### src/rtl/cpu_pkg.sv
// Shared definitions for the register-file sequencer.
// Contents: sequencer state encoding, ALU op codes, the legal-op check and
// the bit positions of the instruction-register fields.
package cpu_pkg;

    // Sequencer states: one operation walks IDLE -> SETUP -> WRITE -> IDLE
    typedef enum logic [1:0] {
        ST_IDLE  = 2'd0,
        ST_SETUP = 2'd1,
        ST_WRITE = 2'd2
    } seq_state_e;

    // ALU op codes carried in the instruction op field
    localparam logic [3:0] OP_ADD  = 4'b0000;
    localparam logic [3:0] OP_SUB  = 4'b0001;
    localparam logic [3:0] OP_AND  = 4'b1000;
    localparam logic [3:0] OP_OR   = 4'b1001;
    localparam logic [3:0] OP_XOR  = 4'b1010;
    localparam logic [3:0] OP_XNOR = 4'b1011;
    localparam logic [3:0] OP_SHL  = 4'b1100;
    localparam logic [3:0] OP_SHR  = 4'b1101;
    localparam logic [3:0] OP_SRA  = 4'b1110;

    // Instruction-register field bit positions
    localparam int LIT_BIT = 30;
    localparam int OP_HI   = 29;
    localparam int OP_LO   = 26;
    localparam int RC_HI   = 25;
    localparam int RC_LO   = 21;
    localparam int RA_HI   = 20;
    localparam int RA_LO   = 16;
    localparam int RB_HI   = 15;
    localparam int RB_LO   = 11;
    localparam int LIT_HI  = 15;
    localparam int LIT_LO  = 0;

    // Returns 1 when the op code is one the ALU implements
    function automatic logic is_legal_op(input logic [3:0] op);
        logic legal;
        case (op)
            OP_ADD, OP_SUB, OP_AND, OP_OR, OP_XOR,
            OP_XNOR, OP_SHL, OP_SHR, OP_SRA: legal = 1'b1;
            default:                         legal = 1'b0;
        endcase
        return legal;
    endfunction

endpackage

### src/rtl/rr_arbiter2.sv
// Two-requester round-robin arbiter.
// Ports: clk, rst (sync, active-high), en (grants allowed this cycle),
//        req_ld / req_ins (requests), gnt_ld / gnt_ins (one-hot-or-zero grants).
// A lone requester is granted outright; under contention the requester that
// was not granted last wins. After reset the load requester wins first.
module rr_arbiter2 (
    input  logic clk,
    input  logic rst,
    input  logic en,
    input  logic req_ld,
    input  logic req_ins,
    output logic gnt_ld,
    output logic gnt_ins
);

    logic prio_ld_r;

    // Grant decision from current requests and the priority pointer
    always_comb begin
        gnt_ld  = 1'b0;
        gnt_ins = 1'b0;
        if (en) begin
            if (req_ld && req_ins) begin
                if (prio_ld_r) begin
                    gnt_ld = 1'b1;
                end else begin
                    gnt_ins = 1'b1;
                end
            end else begin
                gnt_ld  = req_ld;
                gnt_ins = req_ins;
            end
        end else begin
            gnt_ld  = 1'b0;
            gnt_ins = 1'b0;
        end
    end

    // Priority pointer: after any grant the other requester is favoured
    always_ff @(posedge clk) begin
        if (rst) begin
            prio_ld_r <= 1'b1;
        end else if (gnt_ld) begin
            prio_ld_r <= 1'b0;
        end else if (gnt_ins) begin
            prio_ld_r <= 1'b1;
        end else begin
            prio_ld_r <= prio_ld_r;
        end
    end

endmodule

### src/rtl/datapath_sequencer.sv
// Sequences register-file writes into a DataPath from two sources: ALU
// instructions and direct register loads.
// Ports: clk, rst (sync, active-high); ins_valid/ins_ready/ins_word (ALU
//        instruction handshake); ld_valid/ld_ready/ld_reg/ld_data (register
//        load handshake); dp_ir/dp_data/dp_wen/dp_sel (DataPath controls);
//        busy (not IDLE), illegal (pulse on rejected op), retired (write count).
// Each accepted request takes SETUP then WRITE; dp_wen is high only in WRITE.
// The ready outputs are the arbiter grants, only offered while IDLE and not
// in reset, so a request is accepted on the edge where valid and ready meet.
module datapath_sequencer
    import cpu_pkg::*;
#(
    parameter int WIDTH = 32
) (
    input  logic             clk,
    input  logic             rst,
    input  logic             ins_valid,
    output logic             ins_ready,
    input  logic [WIDTH-1:0] ins_word,
    input  logic             ld_valid,
    output logic             ld_ready,
    input  logic [4:0]       ld_reg,
    input  logic [WIDTH-1:0] ld_data,
    output logic [WIDTH-1:0] dp_ir,
    output logic [WIDTH-1:0] dp_data,
    output logic             dp_wen,
    output logic             dp_sel,
    output logic             busy,
    output logic             illegal,
    output logic [15:0]      retired
);

    seq_state_e       state_r;
    logic [WIDTH-1:0] dp_ir_r;
    logic [WIDTH-1:0] dp_data_r;
    logic             dp_wen_r;
    logic             dp_sel_r;
    logic             busy_r;
    logic             illegal_r;
    logic [15:0]      retired_r;

    logic             arb_en_s;
    logic             gnt_ld_s;
    logic             gnt_ins_s;
    logic [WIDTH-1:0] ld_ir_s;

    assign arb_en_s = (state_r == ST_IDLE) && !rst;

    rr_arbiter2 u_arb (
        .clk     (clk),
        .rst     (rst),
        .en      (arb_en_s),
        .req_ld  (ld_valid),
        .req_ins (ins_valid),
        .gnt_ld  (gnt_ld_s),
        .gnt_ins (gnt_ins_s)
    );

    // IR image for a load: only the destination field Rc is populated
    always_comb begin
        ld_ir_s              = {WIDTH{1'b0}};
        ld_ir_s[RC_HI:RC_LO] = ld_reg;
    end

    // Sequencer FSM with all DataPath controls registered
    always_ff @(posedge clk) begin
        if (rst) begin
            state_r   <= ST_IDLE;
            dp_ir_r   <= {WIDTH{1'b0}};
            dp_data_r <= {WIDTH{1'b0}};
            dp_wen_r  <= 1'b0;
            dp_sel_r  <= 1'b0;
            busy_r    <= 1'b0;
            illegal_r <= 1'b0;
            retired_r <= 16'd0;
        end else begin
            case (state_r)
                ST_IDLE: begin
                    dp_wen_r  <= 1'b0;
                    illegal_r <= 1'b0;
                    if (gnt_ld_s) begin
                        state_r   <= ST_SETUP;
                        busy_r    <= 1'b1;
                        dp_ir_r   <= ld_ir_s;
                        dp_data_r <= ld_data;
                        dp_sel_r  <= 1'b1;
                    end else if (gnt_ins_s) begin
                        state_r   <= ST_SETUP;
                        busy_r    <= 1'b1;
                        dp_ir_r   <= ins_word;
                        dp_data_r <= {WIDTH{1'b0}};
                        dp_sel_r  <= 1'b0;
                    end else begin
                        state_r <= ST_IDLE;
                        busy_r  <= 1'b0;
                    end
                end
                ST_SETUP: begin
                    // Loads are always legal; instructions are screened here
                    if (!dp_sel_r && !is_legal_op(dp_ir_r[OP_HI:OP_LO])) begin
                        state_r   <= ST_IDLE;
                        busy_r    <= 1'b0;
                        illegal_r <= 1'b1;
                        dp_wen_r  <= 1'b0;
                    end else begin
                        state_r   <= ST_WRITE;
                        busy_r    <= 1'b1;
                        illegal_r <= 1'b0;
                        dp_wen_r  <= 1'b1;
                    end
                end
                ST_WRITE: begin
                    state_r   <= ST_IDLE;
                    busy_r    <= 1'b0;
                    dp_wen_r  <= 1'b0;
                    illegal_r <= 1'b0;
                    retired_r <= retired_r + 16'd1;
                end
                default: begin
                    state_r   <= ST_IDLE;
                    busy_r    <= 1'b0;
                    dp_wen_r  <= 1'b0;
                    illegal_r <= 1'b0;
                end
            endcase
        end
    end

    assign ld_ready  = gnt_ld_s;
    assign ins_ready = gnt_ins_s;
    assign dp_ir     = dp_ir_r;
    assign dp_data   = dp_data_r;
    assign dp_wen    = dp_wen_r;
    assign dp_sel    = dp_sel_r;
    assign busy      = busy_r;
    assign illegal   = illegal_r;
    assign retired   = retired_r;

endmodule

### config.mk
export PLATFORM = sky130hd
export DESIGN_NAME = datapath_sequencer
export DESIGN_NICKNAME = d
export VERILOG_FILES = /design/src/rtl/cpu_pkg.sv /design/src/rtl/rr_arbiter2.sv /design/src/rtl/datapath_sequencer.sv
export SDC_FILE = /design/constraint.sdc
export NUM_CORES = 1
export LEC_CHECK = 0
export BUFFER_PORTS_ARGS = -buffer_cell sky130_fd_sc_hd__buf_2
export CAP_MARGIN = 10
export CORE_MARGIN = 2
export CORE_UTILIZATION = 40
export CTS_CLUSTER_DIAMETER = 80
export DETAILED_ROUTE_END_ITERATION = 16
export GPL_TIMING_DRIVEN = 0
export PLACE_DENSITY = 0.75
export SYNTH_ARGS = -nofsm -noshare
export SYNTH_HDL_FRONTEND = slang
export SYNTH_HIERARCHICAL = 1
export SYNTH_SLANG_ARGS = --single-unit
### constraint.sdc
create_clock -name clk -period 3.45 [get_ports clk]
set_clock_uncertainty 0.2 [all_clocks]
set_input_delay 0.8625 -clock clk [delete_from_list [all_inputs] [get_ports clk]]
set_output_delay 0.8625 -clock clk [all_outputs]
set_load 0.01 [all_outputs]
==> results of run 1 <==
## flip-flops by register name, summed over array words and instances, names as in the netlist, named ones only
name	count
dp_data	32
dp_ir	32
retired	16
state_r	2
busy	1
dp_sel	1
dp_wen	1
illegal	1
u_arb/prio_ld_r	1
## power by group
group | internal, mW | switching, mW | leakage [nW] | total (mW)
logic | 0.110 | 0.133 | 1.27 | 0.243
registers | 1.06 | 0.0263 | 0.715 | 1.09
clock network | 0.454 | 0.364 | 0.118 | 0.818
total | 1.62 | 0.523 | 2.10 | 2.15
## per-stage QoR
stage / util, % / instance area [um^2]
4_1_cts: 56.18 / 4274
3_5_place_dp: 52.89 / 4024
3_3_place_gp: 52.89 / 4024
6_report: 56.46 / 4295
5_1_grt: 56.46 / 4295
2_1_floorplan: - / 3105
## layer usage
| metal | GRT usage [%] | up-vias | wire length (um) |
|---|---|---|---|
| met5 | 0 | - | 0 |
| met4 | 7.587 | 0 | 121 |
| met3 | 5.588 | 12 | 569 |
| met2 | 30.51 | 102 | 3746 |
| met1 | 24.16 | 1301 | 3555 |
| li1 | - | 1398 | - |
## layout make-up
class                      count  area, um^2  share of cell area (%)
clock buffer                  11       151.4                   3.525
inverter                       5       18.77                  0.4369
clock inverter                 5       87.58                   2.039
multi-input combinational    180        1260                   29.33
timing repair buffer         159       810.8                   18.88
tap                          102       127.6                   2.971
sequential                    88        1762                   41.01
buffer                        16       77.57                   1.806
## layout by cell type (no fill, tap or decap), types with 2 or more instances in the layout
cell type and count:
inv_1 5, clkbuf_8 11, nand2_1 12, xnor2_1 7
nor4_1 5, nand4_1 2, nor2b_1 2, mux2i_1 7
nor2_1 35, clkbuf_2 2, a22o_1 52, nand3_1 6
clkbuf_1 3, a211oi_1 5, a22oi_1 6, xor2_1 3
a21oi_1 5, nor3_1 4, a31o_2 2, dfxtp_1 88
or2_2 2, and3_1 3, and3b_1 2, bufinv_16 2
nor3_4 2, buf_2 164, buf_1 4
## worst min-delay path by stage
stage / startpoint / to / cells past startpoint / slack (ns)
CTS: flip-flop / illegal / 1 / 0.26
floorplan: flip-flop / illegal / 1 / 0.20
global route: flip-flop / illegal / 1 / 0.27
detailed placement: flip-flop / illegal / 1 / 0.22
global placement: flip-flop / illegal / 1 / 0.22
finish: flip-flop / illegal / 1 / 0.26
## what timing repair did
action | 4_1_cts | 5_1_grt
pin swaps | 1 | 1
gates resized for setup | 4 | 4
setup buffers | 0 | 1
gates cloned | 0 | 0
endpoints found under the setup margin | 45 | 47
## synthesized netlist by cell type (all sizes together), types with 6 or more instances
library cell / count
a21oi: 6
a22o: 52
a22oi: 6
buf: 10
clkbuf: 7
dfxtp: 88
mux2i: 7
nand2: 12
nand3: 6
nor2: 35
nor3: 6
xnor2: 7
## kinds of logic (layout without fill, tap and decap cells)
logic type,after synthesis,count (layout)
simple gates,81,81
flops,88,88
buf+inv,22,196
fa+ha+maj,1,1
xor+xnor,10,10
compound gates,80,80
mux,8,8
## critical path: stages
cell and delay (ns):
buf_2 0.12, buf_6 0.14, buf_2 0.24, nor2_1 0.20, nand2_1 0.11, a21oi_4 0.17
or3b_4 0.44, or4b_1 0.54, a222oi_1 0.29, o32ai_1 0.14
==> results.py, run 1 <==
metrics = {
    "yosys": {
        "synthSimpleGateAreaFrac_pct": 12.98,
        "async_reset_ff_share_pct": 0,
        "synth.area.top_cells": "dfxtp_1 (57%), a22o_1 (15%), nor2_1 (4.2%), mux2i_1 (2.3%), xnor2_1 (2.0%)",
        "synth_mux_area_share_pct": 2.628,
        "synth_top_family_by_area": "compound AO/OA/AOI/OAI gates",
        "ys_types": 42,
        "synth_compound_area_share_pct": 21.11,
        "synthAdderAreaFrac_pct": 0.4044,
        "syn_inst": 290,
        "synth_seq_cells": 88,
        "synth_edf_count": 0,
        "syn_area_per_cell_um2": 10.67,
        "ys.flop_type": "dfxtp_1",
        "yosysWarnings": 6,
        "synthXorXnorAreaFrac_pct": 2.831,
        "synth_area_um2": 3094,
        "synth_nets": 364,
        "netlist.area_leader.share_pct": 56.93,
        "synth_seq_area_share_pct": 56.93,
        "synth_top_area_cell": "dfxtp_1",
    },
    "timing": {
        "worst_slack_ns": 0.2102,
        "setup_tns_ns": 0,
        "tightest_slew_ns": 0.6126,
        "fin_crit_sh_pct": 93.91,
        "rsz0062_at_grt": "no",
        "setup_viol_count_final": 0,
        "min_period_ns": 3.240,
        "drv_slew": 0,
        "hold_violations": 0,
        "max_freq_mhz": 308.7,
        "holdWs_ns": 0.2585,
        "max-slew-margin-rel_pct": 58.78,
    },
    "run_status": {
        "status": "finished clean",
    },
    "global_route": {
        "overflow": 0,
        "grt_pass1_vias": 2726,
        "grt_pass1_wl_um": 12890,
        "gr-usage-all-layers_pct": 19.04,
        "antenna_found_initial": 0,
        "grt_max_degree": 20,
    },
    "floorplan": {
        "die_x_um": 91.95,
        "dieArea_um2": 8455,
        "rows": 32,
        "die-height_um": 91.95,
        "start_util_pct": 40.67,
        "ioPinCount": 159,
        "core_um2": 7607,
    },
    "pwr": {
        "power_leakage_nw": 2.105,
        "power_mw": 2.148,
        "ir_drop_mv": 0.2526,
        "p_per_area_nw_per_um2": 500.0,
    },
    "layout": {
        "fin_nets": 533,
        "area.growth.synth_to_final_pct": 38.82,
        "diodes": 0,
        "layout-drive-gt1-share_pct": 41.59,
        "finalNonFillerCells": 566,
        "num-fill-cells": 703,
    },
    "drt": {
        "routed_wl_um": 7994,
        "drc": 0,
        "final_antenna_net_count": 0,
        "avgViaCountPerCell": 4.970,
        "wire_per_inst_um": 14.12,
        "firstDrtPassIters": 4,
        "drt_iter0_markers": 87,
        "vias": 2813,
    },
    "worst_setup_path": {
        "critPathLaunch": "rst",
        "worstPathArrival_ns": 3.26,
        "timing.rr.start": "state_r[0]",
        "worstRegToRegCells": 9,
        "worstSetupStartpointType": "input port",
        "r2r_setup_slack_ns": 0.35,
        "cp-end-kind": "flip-flop",
        "cp_data_required_time_ns": 3.47,
        "critical_path_class": "in -> reg",
        "critPathMaxFanout": 19,
    },
    "place": {
        "hpwl_um": 6035,
        "port-buffer-count": 158,
        "pre_cts_slack_ns": -0.7537,
        "dp.cells": 550,
        "gp_congestion": 0.7537,
    },
    "hold_path": {
        "hp-class": "reg -> reg",
    },
    "run": {
        "maxCapViolations": 0,
    },
    "cts": {
        "cts_buffer_depth": 2,
        "clk_pin_slew_ns": 0.10,
        "cts_buffers": 9,
        "ctsHtreeMaxLevel": 3,
        "worst_skew_pair.late_latency_ns": 0.34,
        "clock-sinks": 88,
        "clk_root_buffer_cell": "clkbuf_8",
        "cts_tree": "done",
        "holdBufCountCts": 0,
    },
}
Note: power is estimated with default switching activity, not from simulation.
==> run 2, diff against run 1 <==
--- a/config.mk
+++ b/config.mk
@@ -11,7 +11,7 @@
 export CORE_UTILIZATION = 40
 export CTS_CLUSTER_DIAMETER = 80
 export DETAILED_ROUTE_END_ITERATION = 16
-export GPL_TIMING_DRIVEN = 0
+export GPL_TIMING_DRIVEN = 1
 export PLACE_DENSITY = 0.75
 export SYNTH_ARGS = -nofsm -noshare
 export SYNTH_HDL_FRONTEND = slang
==> results.py, run 2 (synthesized netlist as in run 1, its figures left out) <==
metrics = {
    "layout": {
        "finalNonFillerCells": 555,
        "layout-drive-gt1-share_pct": 41.94,
        "fin_nets": 522,
        "finish.utilization_pct": 55.97,
        "num-fill-cells": 690,
        "diodes": 0,
        "final_common_cell": "buf_2",
        "area.growth.synth_to_final_pct": 37.61,
        "layout_common_cells": "buf_2 (158), dfxtp_1 (88), a22o_1 (52)",
    },
    "worst_setup_path": {
        "cp_slowest_cell": "or2_2",
        "worstPathArrival_ns": 1.89,
        "critical_path_class": "reg -> out",
        "slowest_delay_ns": 0.38,
        "cp_data_required_time_ns": 2.39,
        "cp-end-kind": "output pin",
        "crit_family": "simple AND/OR/NAND/NOR gates",
        "crit_buf_inv": 2,
        "worstPathCellList": "or2_2 > nor2_1 > nand2_1 > a21oi_1 > buf_4 > buf_2",
        "critPathMaxFanout": 13,
        "worstSetupStartpointType": "flip-flop",
    },
    "drt": {
        "wire_per_inst_um": 13.80,
        "firstDrtPassIters": 6,
        "routed_wl_um": 7659,
        "avgViaCountPerCell": 5.000,
        "drt_iter0_markers": 95,
        "drc": 0,
        "vias": 2775,
        "final_antenna_net_count": 0,
    },
    "run": {
        "maxCapViolations": 0,
    },
    "floorplan": {
        "core_um2": 7607,
        "dieArea_um2": 8455,
        "start_util_pct": 40.67,
        "rows": 32,
        "die-height_um": 91.95,
        "die_x_um": 91.95,
        "ioPinCount": 159,
    },
    "cts": {
        "clk_pin_slew_ns": 0.08,
        "cts_buffers": 9,
        "cts_buffer_depth": 2,
        "cts_resized": 0,
        "postCtsSetupBuffers": 0,
        "worst_skew_pair.late_latency_ns": 0.34,
        "clk_root_buffer_cell": "clkbuf_8",
        "cts_tree": "done",
        "clock-sinks": 88,
        "ctsHtreeMaxLevel": 3,
        "holdBufCountCts": 0,
    },
    "place": {
        "port-buffer-count": 158,
        "pre_cts_slack_ns": 0.3225,
        "hpwl_um": 5659,
        "dp.cells": 539,
        "gp_congestion": 0.7617,
    },
    "global_route": {
        "grt_pass1_wl_um": 12430,
        "gr-usage-all-layers_pct": 18.51,
        "overflow": 0,
        "grt_pass1_vias": 2620,
        "antenna_found_initial": 0,
        "grt_max_degree": 42,
    },
    "timing": {
        "setup_viol_count_final": 0,
        "max-slew-margin-rel_pct": 57.47,
        "rsz0062_at_grt": "no",
        "fin_crit_sh_pct": 85.53,
        "setup_tns_ns": 0,
        "hold_violations": 0,
        "worst_slack_ns": 0.4993,
        "min_period_ns": 2.951,
        "tightest_slew_ns": 0.6321,
        "drv_slew": 0,
        "max_freq_mhz": 338.9,
    },
    "pwr": {
        "p_per_area_nw_per_um2": 512.9,
        "ir_drop_mv": 0.2694,
        "power_mw": 2.184,
        "power_leakage_nw": 2.081,
    },
    "run_status": {
        "status": "finished clean",
    },
    "hold_path": {
        "hp-class": "reg -> reg",
    },
}
-- run 2: cell count changes in the layout (fill, tap and decap cells not counted), moves of 2 or more --
| cell | delta |
|---|---|
| buf_1 | -4 |
| buf_2 | -6 |
| buf_4 | +6 |
| clkbuf_1 | -3 |
| clkbuf_2 | -2 |
-- run 2: report_power, final --
part	internal, mW	switching (mW)
Sequential	1.06	0.0262
Clock	0.504	0.359
Combinational	0.106	0.128
Total	1.67	0.513
-- run 2: final timing paths --
check | end | slack, ns | start | cells past startpoint
setup / recovery | ld_ready | 0.50 | state_r[0] | 6
hold / removal | illegal | 0.26 | flip-flop | 1
setup reg to reg | flip-flop | 0.54 | state_r[0] | 8
hold reg to reg | illegal | 0.26 | flip-flop | 1
-- run 2: cell type report --
| cell class | count | area (um^2) | share of cell area (%) |
|---|---|---|---|
| flip-flops and latches | 88 | 1762 | 41.38 |
| multi-input cells | 180 | 1261 | 29.62 |
| repair buffers | 164 | 835.8 | 19.63 |
| clock buffers | 10 | 137.6 | 3.232 |
| well taps | 102 | 127.6 | 2.997 |
| clock inverters | 6 | 115.1 | 2.703 |
| inverters | 5 | 18.77 | 0.4408 |
-- run 2: routing by layer --
layer	track usage [%]	share of wire, %	wire [um]
met1	22.35	41	3125
met2	29.29	48	3677
met3	8.710	11	805
met4	5.846	0.67	51
met5	0	0	0
-- run 2: stage by stage --
stage | hold WS [ns] | area [um^2]
2_1_floorplan | 0.1985 | 3105
3_3_place_gp | 0.2268 | 4005
3_5_place_dp | 0.2262 | 4005
4_1_cts | 0.2623 | 4258
5_1_grt | 0.2872 | 4258
6_report | 0.2628 | 4258
==> run 3, diff against run 2 <==
--- a/config.mk
+++ b/config.mk
@@ -8,12 +8,11 @@
 export BUFFER_PORTS_ARGS = -buffer_cell sky130_fd_sc_hd__buf_2
 export CAP_MARGIN = 10
 export CORE_MARGIN = 2
-export CORE_UTILIZATION = 40
+export CORE_UTILIZATION = 41
 export CTS_CLUSTER_DIAMETER = 80
 export DETAILED_ROUTE_END_ITERATION = 16
 export GPL_TIMING_DRIVEN = 1
-export PLACE_DENSITY = 0.75
+export PLACE_DENSITY = 0.76
 export SYNTH_ARGS = -nofsm -noshare
 export SYNTH_HDL_FRONTEND = slang
-export SYNTH_HIERARCHICAL = 1
 export SYNTH_SLANG_ARGS = --single-unit
==> results.py, run 3 <==
metrics = {
    "layout": {
        "multiInputGateArea_um2": 1311,
        "final_common_cell": "buf_2",
        "num-fill-cells": 710,
        "layout-drive-gt1-share_pct": 37.73,
        "ff_latch_area_um2": 1762,
        "layout_common_cells": "buf_2 (158), dfxtp_1 (88), nor2_1 (78)",
        "fin_nets": 562,
        "area.growth.synth_to_final_pct": 33.96,
        "diodes": 0,
    },
    "run_status": {
        "status": "finished clean",
    },
    "timing": {
        "worst_slack_ns": 0.6301,
        "max_freq_mhz": 354.6,
        "drv_slew": 0,
        "fin_crit_sh_pct": 81.74,
        "rsz0062_at_grt": "no",
        "setup_tns_ns": 0,
        "min_period_ns": 2.820,
        "max-slew-margin-rel_pct": 42.50,
        "hold_violations": 0,
        "tightest_slew_ns": 0.8625,
        "setup_viol_count_final": 0,
    },
    "yosys": {
        "synth_seq_area_share_pct": 55.09,
        "synth_common_cells": "dfxtp_1 (88), nor2_1 (78), a22oi_1 (55)",
        "async_reset_ff_share_pct": 0,
        "synthSimpleGateAreaFrac_pct": 17.53,
        "synth_top_area_cell": "dfxtp_1",
        "ys.flop_type": "dfxtp_1",
        "synth_nets": 414,
        "synthAdderAreaFrac_pct": 0.3912,
        "netlist.area_leader.share_pct": 55.09,
        "synth_edf_count": 0,
        "synth_compound_area_share_pct": 19.25,
        "synthXorXnorAreaFrac_pct": 2.465,
        "synth_top_family_by_area": "compound AO/OA/AOI/OAI gates",
        "yosysMostFrequentCell": "dfxtp_1",
        "ys_types": 41,
        "syn_inst": 340,
        "synth.area.top_cells": "dfxtp_1 (55%), a22oi_1 (13%), nor2_1 (9.2%), clkbuf_1 (2.0%), xnor2_1 (1.9%)",
        "synth_mux_area_share_pct": 1.017,
        "syn_area_per_cell_um2": 9.406,
        "yosysWarnings": 0,
        "synth_seq_cells": 88,
        "synth_area_um2": 3198,
    },
    "cts": {
        "holdBufCountCts": 0,
        "cts_tree": "done",
        "clk_root_buffer_cell": "clkbuf_8",
        "ctsHtreeMaxLevel": 3,
        "cts_resized": 0,
        "cts_buffers": 9,
        "cts_buffer_depth": 2,
        "worst_skew_pair.late_latency_ns": 0.34,
        "clock-sinks": 88,
        "postCtsSetupBuffers": 0,
        "clk_pin_slew_ns": 0.08,
    },
    "run": {
        "maxCapViolations": 0,
    },
    "floorplan": {
        "rows": 32,
        "die-height_um": 92.32,
        "die_x_um": 92.32,
        "dieArea_um2": 8523,
        "start_util_pct": 41.82,
        "core_um2": 7647,
        "ioPinCount": 159,
    },
    "global_route": {
        "grt_pass1_vias": 2874,
        "grt_pass1_wl_um": 13290,
        "grt_max_degree": 86,
        "gr-usage-all-layers_pct": 19.31,
        "antenna_found_initial": 0,
        "overflow": 0,
    },
    "place": {
        "hpwl_um": 5720,
        "gp_congestion": 0.7959,
        "pre_cts_slack_ns": 0.6221,
        "port-buffer-count": 158,
    },
    "pwr": {
        "internal_power_mw": 1.663,
        "p_sw_uw": 531.1,
        "pwr-share-comb_pct": 12.2,
        "pwr-share-seq_pct": 49.9,
        "switching_share_pct": 24.20,
        "p_per_area_nw_per_um2": 512.2,
        "power_leakage_nw": 2.000,
        "clockPowerShare_pct": 37.9,
        "ir_drop_mv": 0.2996,
    },
    "drt": {
        "final_antenna_net_count": 0,
        "firstDrtPassIters": 5,
        "avgViaCountPerCell": 5.261,
        "vias": 3130,
        "drc": 0,
        "wire_per_inst_um": 14.01,
        "drt_iter0_markers": 177,
        "routed_wl_um": 8333,
    },
    "worst_setup_path": {
        "worstSetupStartpointType": "input port",
        "cp-end-kind": "output pin",
        "worstPathArrival_ns": 1.76,
        "critical_path_class": "in -> out",
        "critPathMaxFanout": 4,
        "cp_data_required_time_ns": 2.39,
    },
    "hold_path": {
        "hp-class": "reg -> reg",
    },
}
[run 3: through the flow]
step,power [mW],std cells,cell area (um^2),hold WS [ns],util (%)
6_report,2.194,595,4284,0.2293,56.02
5_1_grt,2.289,595,4284,0.2432,56.02
4_1_cts,2.216,595,4284,0.2254,56.02
3_5_place_dp,1.386,579,4048,0.2294,52.93
3_3_place_gp,1.376,579,4048,0.2190,52.93
2_1_floorplan,1.267,340,3198,0.1985,-
[run 3: cell families after synthesis]
kind of cell | count (synthesis)
XOR/XNOR | 9
AO/OA/AOI/OAI | 84
buffers and inverters | 31
flip-flops | 88
AND/OR/NAND/NOR | 124
multiplexers | 3
adder cells (fa/ha/maj) | 1
[run 3: area by class of cell]
cell class | instances | area share, %
flip-flops and latches | 88 | 41.12
multi-input cells | 221 | 30.61
repair buffers | 163 | 19.33
clock buffers | 11 | 3.067
well taps | 102 | 2.979
clock inverters | 5 | 2.453
inverters | 5 | 0.4381
[run 3: critical path, cell delays in order]
cell and delay (ns):
buf_2 0.11, nor3_1 0.30, and3_1 0.31, buf_2 0.16
[run 3: power groups by stage]
stage / Sequential [mW] / Combinational, mW / Clock, mW
final: 1.09 / 0.267 / 0.833
after global routing: 1.10 / 0.297 / 0.892
after CTS: 1.09 / 0.270 / 0.852
after detailed placement: 1.12 / 0.270 / 0
after global placement: 1.12 / 0.261 / 0
after floorplan: 1.13 / 0.135 / 0
[run 3: worst paths after layout]
| kind | from | to | slack [ns] | cells after the start |
|---|---|---|---|---|
| worst max-delay path | rst | ld_ready | 0.63 | 4 |
| worst min-delay path | flip-flop | illegal | 0.23 | 1 |
| worst max register to register | state_r[1] | retired[15] | 1.27 | 4 |
| worst min register to register | flip-flop | illegal | 0.23 | 1 |
[run 3: layer usage]
layer  GRT usage, %  part of all wire [%]
met1          23.85                    41
met2          31.14                    48
met3          6.591                   9.8
met4          7.338                   1.8
met5              0                     0
